### config.mk
export PLATFORM = sky130hd
export DESIGN_NAME = wb_port_arbiter
export DESIGN_NICKNAME = d
export VERILOG_FILES = /design/src/rtl/wb_port_arbiter.sv
export SDC_FILE = /design/constraint.sdc
export NUM_CORES = 1
export LEC_CHECK = 0
export BUFFER_PORTS_ARGS = -buffer_cell sky130_fd_sc_hd__buf_2
export CAP_MARGIN = 40
export CORE_AREA = 5 5 262 264
export CTS_CLUSTER_SIZE = 14
export DETAILED_ROUTE_END_ITERATION = 7
export DIE_AREA = 0 0 267 269
export PLACE_DENSITY_LB_ADDON = 0.25
export SLEW_MARGIN = 0
export SYNTH_ARGS = -nofsm -noshare
export SYNTH_HDL_FRONTEND = slang
export SYNTH_SLANG_ARGS = --single-unit
### constraint.sdc
create_clock -name clk_i -period 3.7 [get_ports clk_i]
set_input_delay 0.37 -clock clk_i [delete_from_list [all_inputs] [get_ports clk_i]]
set_output_delay 0.37 -clock clk_i [all_outputs]
set_load 0.02 [all_outputs]
### src/rtl/wb_port_arbiter.sv
// wb_port_arbiter
// Shares one scoreboard write-back port among NR_REQ variable-latency FUs.
// Each requester owns a one-entry holding slot, so an FU only has to wait
// when its own slot is still occupied. Slots are drained round-robin, one per
// cycle, onto the write-back lane.
//
// Ports:
//   clk_i, rst_ni      clock, asynchronous active-low reset
//   flush_i            drops every pending result and blocks new ones
//   req_valid_i        per-FU result present
//   req_ready_o        per-FU slot can take a result this cycle
//   req_tid_i          per-FU transaction id (flattened, NR_REQ*TRANS_ID_BITS)
//   req_data_i         per-FU result data (flattened, NR_REQ*XLEN)
//   req_ex_v_i         per-FU exception valid
//   req_ex_cause_i     per-FU exception cause (flattened, NR_REQ*XLEN)
//   wb_valid_o         write-back valid to the scoreboard
//   wb_tid_o           write-back transaction id
//   wb_data_o          write-back data
//   wb_ex_v_o          write-back exception valid
//   wb_ex_cause_o      write-back exception cause
//   pending_o          number of occupied slots
module wb_port_arbiter #(
  parameter int NR_REQ        = 4,
  parameter int TRANS_ID_BITS = 3,
  parameter int XLEN          = 64
) (
  input  logic                            clk_i,
  input  logic                            rst_ni,
  input  logic                            flush_i,
  input  logic [NR_REQ-1:0]               req_valid_i,
  output logic [NR_REQ-1:0]               req_ready_o,
  input  logic [NR_REQ*TRANS_ID_BITS-1:0] req_tid_i,
  input  logic [NR_REQ*XLEN-1:0]          req_data_i,
  input  logic [NR_REQ-1:0]               req_ex_v_i,
  input  logic [NR_REQ*XLEN-1:0]          req_ex_cause_i,
  output logic                            wb_valid_o,
  output logic [TRANS_ID_BITS-1:0]        wb_tid_o,
  output logic [XLEN-1:0]                 wb_data_o,
  output logic                            wb_ex_v_o,
  output logic [XLEN-1:0]                 wb_ex_cause_o,
  output logic [$clog2(NR_REQ+1)-1:0]     pending_o
);

  localparam int PW = (NR_REQ > 1) ? $clog2(NR_REQ) : 1;
  localparam int CW = $clog2(NR_REQ + 1);

  logic [NR_REQ-1:0]        slot_v_q, slot_v_d;
  logic [TRANS_ID_BITS-1:0] tid_q      [NR_REQ];
  logic [TRANS_ID_BITS-1:0] tid_d      [NR_REQ];
  logic [XLEN-1:0]          data_q     [NR_REQ];
  logic [XLEN-1:0]          data_d     [NR_REQ];
  logic [NR_REQ-1:0]        ex_v_q, ex_v_d;
  logic [XLEN-1:0]          ex_cause_q [NR_REQ];
  logic [XLEN-1:0]          ex_cause_d [NR_REQ];
  logic [PW-1:0]            rr_ptr_q, rr_ptr_d;

  logic [PW-1:0]            grant_idx;
  logic                     grant_any;
  logic [NR_REQ-1:0]        grant;
  logic [NR_REQ-1:0]        accept;
  logic [CW-1:0]            pending_cnt;

  // Round-robin pick: first scan slots at or above rr_ptr, then wrap to the
  // slots below it. This avoids modulo arithmetic for non-power-of-2 NR_REQ.
  always_comb begin
    grant_idx = '0;
    grant_any = 1'b0;
    grant     = '0;
    for (int i = 0; i < NR_REQ; i++) begin
      if (!grant_any && slot_v_q[i] && (PW'(i) >= rr_ptr_q)) begin
        grant_idx = PW'(i);
        grant_any = 1'b1;
      end
    end
    for (int i = 0; i < NR_REQ; i++) begin
      if (!grant_any && slot_v_q[i] && (PW'(i) < rr_ptr_q)) begin
        grant_idx = PW'(i);
        grant_any = 1'b1;
      end
    end
    if (grant_any) begin
      grant[grant_idx] = 1'b1;
    end
  end

  // A slot being drained this cycle counts as free, so a lone FU can stream.
  assign req_ready_o = {NR_REQ{~flush_i}} & (~slot_v_q | grant);
  assign accept      = req_valid_i & req_ready_o;

  always_comb begin
    pending_cnt = '0;
    for (int i = 0; i < NR_REQ; i++) begin
      pending_cnt = pending_cnt + CW'(slot_v_q[i]);
    end
  end

  assign pending_o     = pending_cnt;
  assign wb_valid_o    = grant_any;
  assign wb_tid_o      = grant_any ? tid_q[grant_idx]      : '0;
  assign wb_data_o     = grant_any ? data_q[grant_idx]     : '0;
  assign wb_ex_v_o     = grant_any ? ex_v_q[grant_idx]     : 1'b0;
  assign wb_ex_cause_o = grant_any ? ex_cause_q[grant_idx] : '0;

  // Drain the granted slot, then let a same-cycle accept refill it. Flush
  // overrides both; the pointer only advances on a grant outside a flush.
  always_comb begin
    slot_v_d   = slot_v_q;
    tid_d      = tid_q;
    data_d     = data_q;
    ex_v_d     = ex_v_q;
    ex_cause_d = ex_cause_q;
    rr_ptr_d   = rr_ptr_q;
    for (int i = 0; i < NR_REQ; i++) begin
      if (grant[i]) begin
        slot_v_d[i] = 1'b0;
      end
      if (accept[i]) begin
        slot_v_d[i]   = 1'b1;
        tid_d[i]      = req_tid_i[i*TRANS_ID_BITS +: TRANS_ID_BITS];
        data_d[i]     = req_data_i[i*XLEN +: XLEN];
        ex_v_d[i]     = req_ex_v_i[i];
        ex_cause_d[i] = req_ex_cause_i[i*XLEN +: XLEN];
      end
    end
    if (flush_i) begin
      slot_v_d = '0;
    end else if (grant_any) begin
      rr_ptr_d = (grant_idx == PW'(NR_REQ - 1)) ? '0 : grant_idx + 1'b1;
    end
  end

  always_ff @(posedge clk_i or negedge rst_ni) begin
    if (!rst_ni) begin
      slot_v_q <= '0;
      ex_v_q   <= '0;
      rr_ptr_q <= '0;
      for (int i = 0; i < NR_REQ; i++) begin
        tid_q[i]      <= '0;
        data_q[i]     <= '0;
        ex_cause_q[i] <= '0;
      end
    end else begin
      slot_v_q   <= slot_v_d;
      ex_v_q     <= ex_v_d;
      rr_ptr_q   <= rr_ptr_d;
      tid_q      <= tid_d;
      data_q     <= data_d;
      ex_cause_q <= ex_cause_d;
    end
  end

  a_grant_onehot0 : assert property (@(posedge clk_i) disable iff (!rst_ni)
    $onehot0(grant));
  a_wb_from_valid_slot : assert property (@(posedge clk_i) disable iff (!rst_ni)
    wb_valid_o |-> slot_v_q[grant_idx]);
  a_pending_bound : assert property (@(posedge clk_i) disable iff (!rst_ni)
    pending_o <= CW'(NR_REQ));

endmodule

==> impl_metrics.json, run 1 <==
{
  "fp.dieH_um": 269,
  "hpwlAfterDp_mm": 56.6,
  "rsz0062_at_grt": "false",
  "p_per_area_mw_per_mm2": 564,
  "nNetsFinal": 3372,
  "seq_area_mm2": 0.0134,
  "synth_top_family_by_area": "multiplexers",
  "multiInputGateArea_mm2": 0.0101,
  "synth_compound_area_frac": 0.0378,
  "vias_per_cell": 5.00,
  "timing.final.ws_setup_ns": 0.158,
  "clock-sinks": 534,
  "p_leak_nw": 17.2,
  "synthCells": 1633,
  "cts-buffers-inserted": 58,
  "synth_area_mm2": 0.0243,
  "place_area_mm2": 0.0287,
  "hp-class": "in -> reg",
  "period_minus_slack_ns": 3.54,
  "clkTransAtPathRegs_ns": 0.06,
  "finalWirelength_mm": 82.9,
  "layout_worst_path_cycle_share": 0.957,
  "cts_buffer_depth": 3,
  "grt_pass1_wl_mm": 124,
  "grt_usage": 0.221,
  "worst-path-buf-inv": 3,
  "yosys.area_share.adder": 0.00391,
  "via_count": 18823,
  "crit_path_cell_trace": "and2b_1, a21oi_1, o211ai_4, buf_12, buf_6, mux2i_1, o22ai_1, buf_2",
  "setup_viol": 0,
  "grt_max_degree": 96,
  "fill_cells": 5412,
  "drive_above_1_share": 0.340,
  "rows": 95,
  "fin_util": 0.540,
  "core-area_mm2": 0.0663,
  "ys_seq_elements": 534,
  "ios": 675,
  "criticalPathCategory": "reg -> out",
  "dieArea_mm2": 0.0718,
  "final_max_slew_viol_count": 0,
  "max_clock_freq_ghz": 0.282,
  "status": "completed",
  "route.detailed.drc": 0,
  "hold_viol_final": 0,
  "grt_overflow": 0,
  "critPathCaptureType": "primary output",
  "path_delay_family": "buffers and inverters",
  "htree_levels": 2,
  "firstDrtPassIters": 4,
  "relSlewSlack": 0.412,
  "syn-num-nets": 2175,
  "wl_per_cell_um": 22.0,
  "worstMarginPinSlew_ns": 0.881,
  "drtIter0Drc": 937,
  "synth_xor_area_frac": 0,
  "critPathMaxStageDelay_ns": 0.43,
  "setup-tns-final_ns": 0,
  "start_kind": "flop",
  "gp_congestion": 0.923,
  "io_buffers": 674,
  "vdd_ir_drop_max_mv": 0.394,
  "syn_area_per_cell_um2": 14.9,
  "clkLatencyLatePin_ns": 0.59,
  "start_util": 0.367,
  "dp_slack_ns": 0.571,
  "worstPathArrival_ns": 3.17,
  "grt_pass1_vias": 20995,
  "power_mw": 20.2,
  "ys_seq_area_frac": 0.549,
  "cts-root-buf": "clkbuf_16",
  "syn2layout_area_growth_pct": 47.2,
  "critPathMaxFanout": 44,
  "cts_tree": "built",
  "synth.mux.area_fraction": 0.365,
  "cp_data_required_time_ns": 3.33,
  "synth-simple-area-share": 0.00524,
  "ys_types": 31,
  "antenna_found_initial": 18,
  "ys_warn_count": 0,
  "clock_skew_ns": 0.0233,
  "design_area_mm2": 0.0358,
  "ant_nets": 0,
  "cp_slowest_cell": "dfrtp_1",
  "drv_cap": 0,
  "die_width_um": 267
}
[through the flow]
stage               hold slack (ns)  instances
floorplan                    0.0744       1633
global placement              0.467       3122
detailed placement            0.474       3123
CTS                         0.00339       3739
global route                 0.0152       3759
finish                       0.0439       3761
[final cells by class]
type / instances / share of cell area
diodes: 19 / 0.00133
flip-flops and latches: 534 / 0.373
multi-input cells: 971 / 0.281
clock inverters: 19 / 0.00461
inverters: 9 / 0.000943
well taps: 873 / 0.0305
clock buffers: 80 / 0.0470
repair buffers: 1256 / 0.261
[report_power, final]
part	internal [mW]	switching, mW
Combinational	3.06	3.55
Sequential	7.18	0.753
Clock	3.29	2.37
[worst paths after layout]
kind                                              start                          end  slack [ns]  cells past startpoint
max in group asynchronous                        rst_ni   ex_cause_q[30]$_DFFE_PN0P_        2.21                      4
worst max-delay path            slot_v_q[3]$_DFFE_PN0P_                wb_data_o[36]        0.16                      8
min in group asynchronous                        rst_ni  ex_cause_q[239]$_DFFE_PN0P_        0.41                      2
worst min-delay path                req_ex_cause_i[160]   ex_cause_q[96]$_DFFE_PN0P_        0.04                      2
worst min register to register   data_q[36]$_DFFE_PN0P_       data_q[36]$_DFFE_PN0P_        0.48                      1
worst max register to register  slot_v_q[3]$_DFFE_PN0P_  ex_cause_q[132]$_DFFE_PN0P_        0.63                     10
[per-layer routing]
metal  up-vias  part of all wire  global-route usage
li1       8411                 -                   -
met1      9485              0.40               0.276
met2       718              0.50               0.378
met3       207             0.059              0.0436
met4         2             0.041              0.0886
met5         -           0.00013                   0
[worst register-to-register path: stages, from the launching register on]
cell	delay, ns
dfrtp_1	0.43
and2b_1	0.25
a21oi_1	0.11
o211ai_4	0.32
buf_4	0.18
ha_1	0.15
nor2_1	0.06
nor2_1	0.14
and2_4	0.50
buf_4	0.47
mux2_1	0.36
[layout by cell type, fill, tap and decap left out, drive strengths merged]
cell         count
a211oi           1
dlygate4sd3    517
buf            738
and2b            1
nand2            1
nor2b            1
mux2i          264
fa               1
dfrtp          534
bufinv           2
a22oi            1
nand3            1
and2             4
diode           19
o221ai           1
o211ai           1
nand2b           1
nand4            1
nor2            18
ha               6
mux2           528
o21ai            3
inv             10
a221oi           1
clkinv          14
clkinvlp         2
clkbuf          81
o22ai          133
a21oi            3
[synth_stat cells]
cell / number / area share
buf_2: 43 / 0.0088
dfrtp_1: 534 / 0.55
o221ai_2: 1 / 0.00062
ha_1: 6 / 0.0031
buf_4: 1 / 0.00031
nand4_1: 1 / 0.00026
o21ai_0: 1 / 0.00021
mux2_1: 398 / 0.18
a21oi_1: 3 / 0.00062
inv_2: 7 / 0.0011
o22ai_1: 133 / 0.034
nor2b_1: 1 / 0.00026
fa_1: 1 / 0.00082
a22oi_1: 1 / 0.00031
mux2_2: 50 / 0.023
a221oi_2: 1 / 0.00062
mux2_4: 80 / 0.049
o21ai_1: 2 / 0.00041
mux2i_1: 264 / 0.11
buf_6: 53 / 0.025
nand2_1: 1 / 0.00015
and2_1: 4 / 0.0010
and2b_1: 1 / 0.00031
inv_1: 2 / 0.00031
o211ai_2: 1 / 0.00051
nand3_1: 1 / 0.00021
nand2b_1: 1 / 0.00026
buf_8: 1 / 0.00062
nor2_1: 18 / 0.0028
clkbuf_1: 21 / 0.0032
a211oi_1: 1 / 0.00031
[flip-flops by register name, summed over array words and instances (netlist names)]
name        count
tid_q          12
ex_cause_q    256
slot_v_q        4
data_q        256
ex_v_q          4
rr_ptr_q        2
[cell families after synthesis]
group,count (synthesis)
fa+ha+maj,7
mux,792
flops,534
simple gates,28
buf+inv,128
compound gates,144
[timing repair]
| action | 4_1_cts | 5_1_grt |
|---|---|---|
| setup endpoints to repair | 11 | 32 |
| setup buffers | 0 | 2 |
| gates cloned | 0 | 1 |
| resized for setup | 6 | 6 |
| hold buffers | 517 | 0 |
| hold endpoints to repair | 594 | 0 |
| pin swaps | 0 | 1 |
No activity file was read; power rests on OpenSTA's default activity.
==> run 2: changes to the inputs <==
CORE_AREA = 3 3 260 262   (was 5 5 262 264)
DIE_AREA = 0 0 263 265   (was 0 0 267 269)
SKIP_LAST_GASP = 1   (was unset)
==> impl_metrics.json, run 2 (synthesis results as in run 1) <==
{
  "cts-buffers-inserted": 59,
  "firstDrtPassIters": 5,
  "final_common_cell": "buf_2",
  "drv_cap": 0,
  "p_int_mw": 13.6,
  "grt_overflow": 0,
  "hold_path_end": "data_q[106]$_DFFE_PN0P_",
  "vdd_ir_drop_max_mv": 0.418,
  "via_count": 18938,
  "finalWirelength_mm": 83.3,
  "crit-reg2reg-capture": "data_q[157]$_DFFE_PN0P_",
  "hp-start": "req_data_i[170]",
  "setup_viol": 0,
  "clockPowerShare": 0.282,
  "criticalPathCategory": "reg -> out",
  "grt_pass1_vias": 21362,
  "period_minus_slack_ns": 3.54,
  "rows": 94,
  "rrSetupSlack_ns": 0.62,
  "clock-sinks": 534,
  "power_mw": 20.3,
  "cts_buffer_depth": 3,
  "clkTransAtPathRegs_ns": 0.06,
  "worstReg2RegStart": "rr_ptr_q[1]$_DFFE_PN0P_",
  "worstMarginPinSlew_ns": 0.896,
  "dp_slack_ns": 0.572,
  "antenna_found_initial": 17,
  "clock_skew_ns": 0.0265,
  "cp_data_required_time_ns": 3.33,
  "ios": 675,
  "grt_usage": 0.233,
  "cts_setup_buffers": 0,
  "relSlewSlack": 0.403,
  "hp-class": "in -> reg",
  "dieArea_mm2": 0.0697,
  "swShare": 0.331,
  "status": "completed",
  "p_seq_frac": 0.391,
  "start_kind": "flop",
  "power.switching_mw": 6.71,
  "final_max_slew_viol_count": 0,
  "htree_levels": 2,
  "routed-wl-met2_mm": 41.4,
  "ant_nets": 0,
  "worstPathArrival_ns": 3.17,
  "layout_worst_path_cycle_share": 0.956,
  "critPathCaptureType": "primary output",
  "pwr-share-comb": 0.326,
  "vias_per_cell": 5.05,
  "drtIter0Drc": 1196,
  "highest_layer": "met5",
  "p_leak_nw": 17.2,
  "top_regs": "data_q: 256 flops, ex_cause_q: 256 flops, tid_q: 12 flops",
  "die_width_um": 263,
  "critPathMaxFanout": 40,
  "start_util": 0.371,
  "p_per_area_mw_per_mm2": 566,
  "wl_per_cell_um": 22.2,
  "gp_congestion": 0.880,
  "hpwlAfterDp_mm": 54.6,
  "fp.dieH_um": 265,
  "core-area_mm2": 0.0656,
  "grt_max_degree": 133,
  "wl_met3_mm": 4.76,
  "drive_above_1_share": 0.335,
  "syn2layout_area_growth_pct": 47.3,
  "grt_pass1_wl_mm": 128,
  "final_cell_mix": "673 x buf_2, 534 x dfrtp_1, 522 x dlygate4sd3_1",
  "hold_depth": 2,
  "cts-root-buf": "clkbuf_16",
  "cts_tree": "built",
  "ff2ff_path_depth": 9,
  "route.detailed.drc": 0,
  "hold_viol_final": 0,
  "nNetsFinal": 3369,
  "max_clock_freq_ghz": 0.283,
  "io_buffers": 674,
  "wl_met1_mm": 34.3,
  "clkLatencyLatePin_ns": 0.60,
  "fill_cells": 5365,
  "timing.final.ws_setup_ns": 0.163
}
run 2: through the flow:
stage | TNS, ns | instance area, um^2 | utilization | hold slack (ns) | cells
after floorplan | 0 | 24300 | - | 0.0744 | 1633
after global placement | 0 | 28600 | 0.435 | 0.457 | 3103
after detailed placement | 0 | 28600 | 0.436 | 0.474 | 3104
after CTS | 0 | 35700 | 0.545 | 0.00655 | 3733
after global routing | -0.00515 | 35800 | 0.546 | 0.0226 | 3751
final | 0 | 35800 | 0.546 | 0.0429 | 3752
run 2: what timing repair did:
item / 4_1_cts / 5_1_grt
resized for setup: 3 / 4
pin swaps: 0 / 0
endpoints found under the setup margin: 13 / 72
hold buffers: 522 / 0
hold endpoints to repair: 605 / 0
gates cloned: 1 / 3
run 2: worst max path at each step:
stage / from / to / cells past startpoint / slack (ns)
2_1_floorplan: rr_ptr_q[1]$_DFFE_PN0P_ / data_q[100]$_DFFE_PN0P_ / 15 / 0.75
3_3_place_gp: slot_v_q[3]$_DFFE_PN0P_ / wb_data_o[10] / 8 / 0.61
3_5_place_dp: rr_ptr_q[1]$_DFFE_PN0P_ / wb_data_o[10] / 8 / 0.57
4_1_cts: rr_ptr_q[1]$_DFFE_PN0P_ / wb_ex_cause_o[11] / 8 / 0.02
5_1_grt: rr_ptr_q[1]$_DFFE_PN0P_ / wb_data_o[10] / 8 / -0.005
6_report: rr_ptr_q[1]$_DFFE_PN0P_ / wb_data_o[10] / 8 / 0.16
run 2: worst max-delay path: stages, from the launching register on:
cell and delay (ns):
dfrtp_1 0.47, and2b_1 0.18, a21oi_1 0.11, o211ai_4 0.38, clkbuf_16 0.32, buf_16 0.27, mux2i_1 0.42, o22ai_1 0.13
buf_2 0.20
run 2: area by class of cell:
| cell class | count | area, um^2 | share of cell area |
|---|---|---|---|
| Antenna cell | 16 | 40.0 | 0.00112 |
| Clock buffer | 92 | 1770 | 0.0495 |
| Clock inverter | 14 | 111 | 0.00311 |
| Inverter | 9 | 33.8 | 0.000943 |
| Multi-Input combinational cell | 971 | 10100 | 0.281 |
| Sequential cell | 534 | 13400 | 0.373 |
| Tap cell | 864 | 1080 | 0.0302 |
| Timing Repair Buffer | 1252 | 9370 | 0.261 |
run 2: power by group through the flow:
stage | combinational [mW] | sequential (mW) | clock, mW
floorplan | 4.16 | 7.72 | 0
global placement | 5.94 | 7.96 | 0
detailed placement | 6.04 | 8.01 | 0
CTS | 6.58 | 7.91 | 5.86
global route | 7.08 | 8.09 | 6.13
finish | 6.62 | 7.94 | 5.73
run 2: metal layers:
layer / track usage / vias up
met5: 0 / -
met4: 0.0922 / 2
met3: 0.0479 / 176
met2: 0.400 / 712
met1: 0.289 / 9640
li1: - / 8408
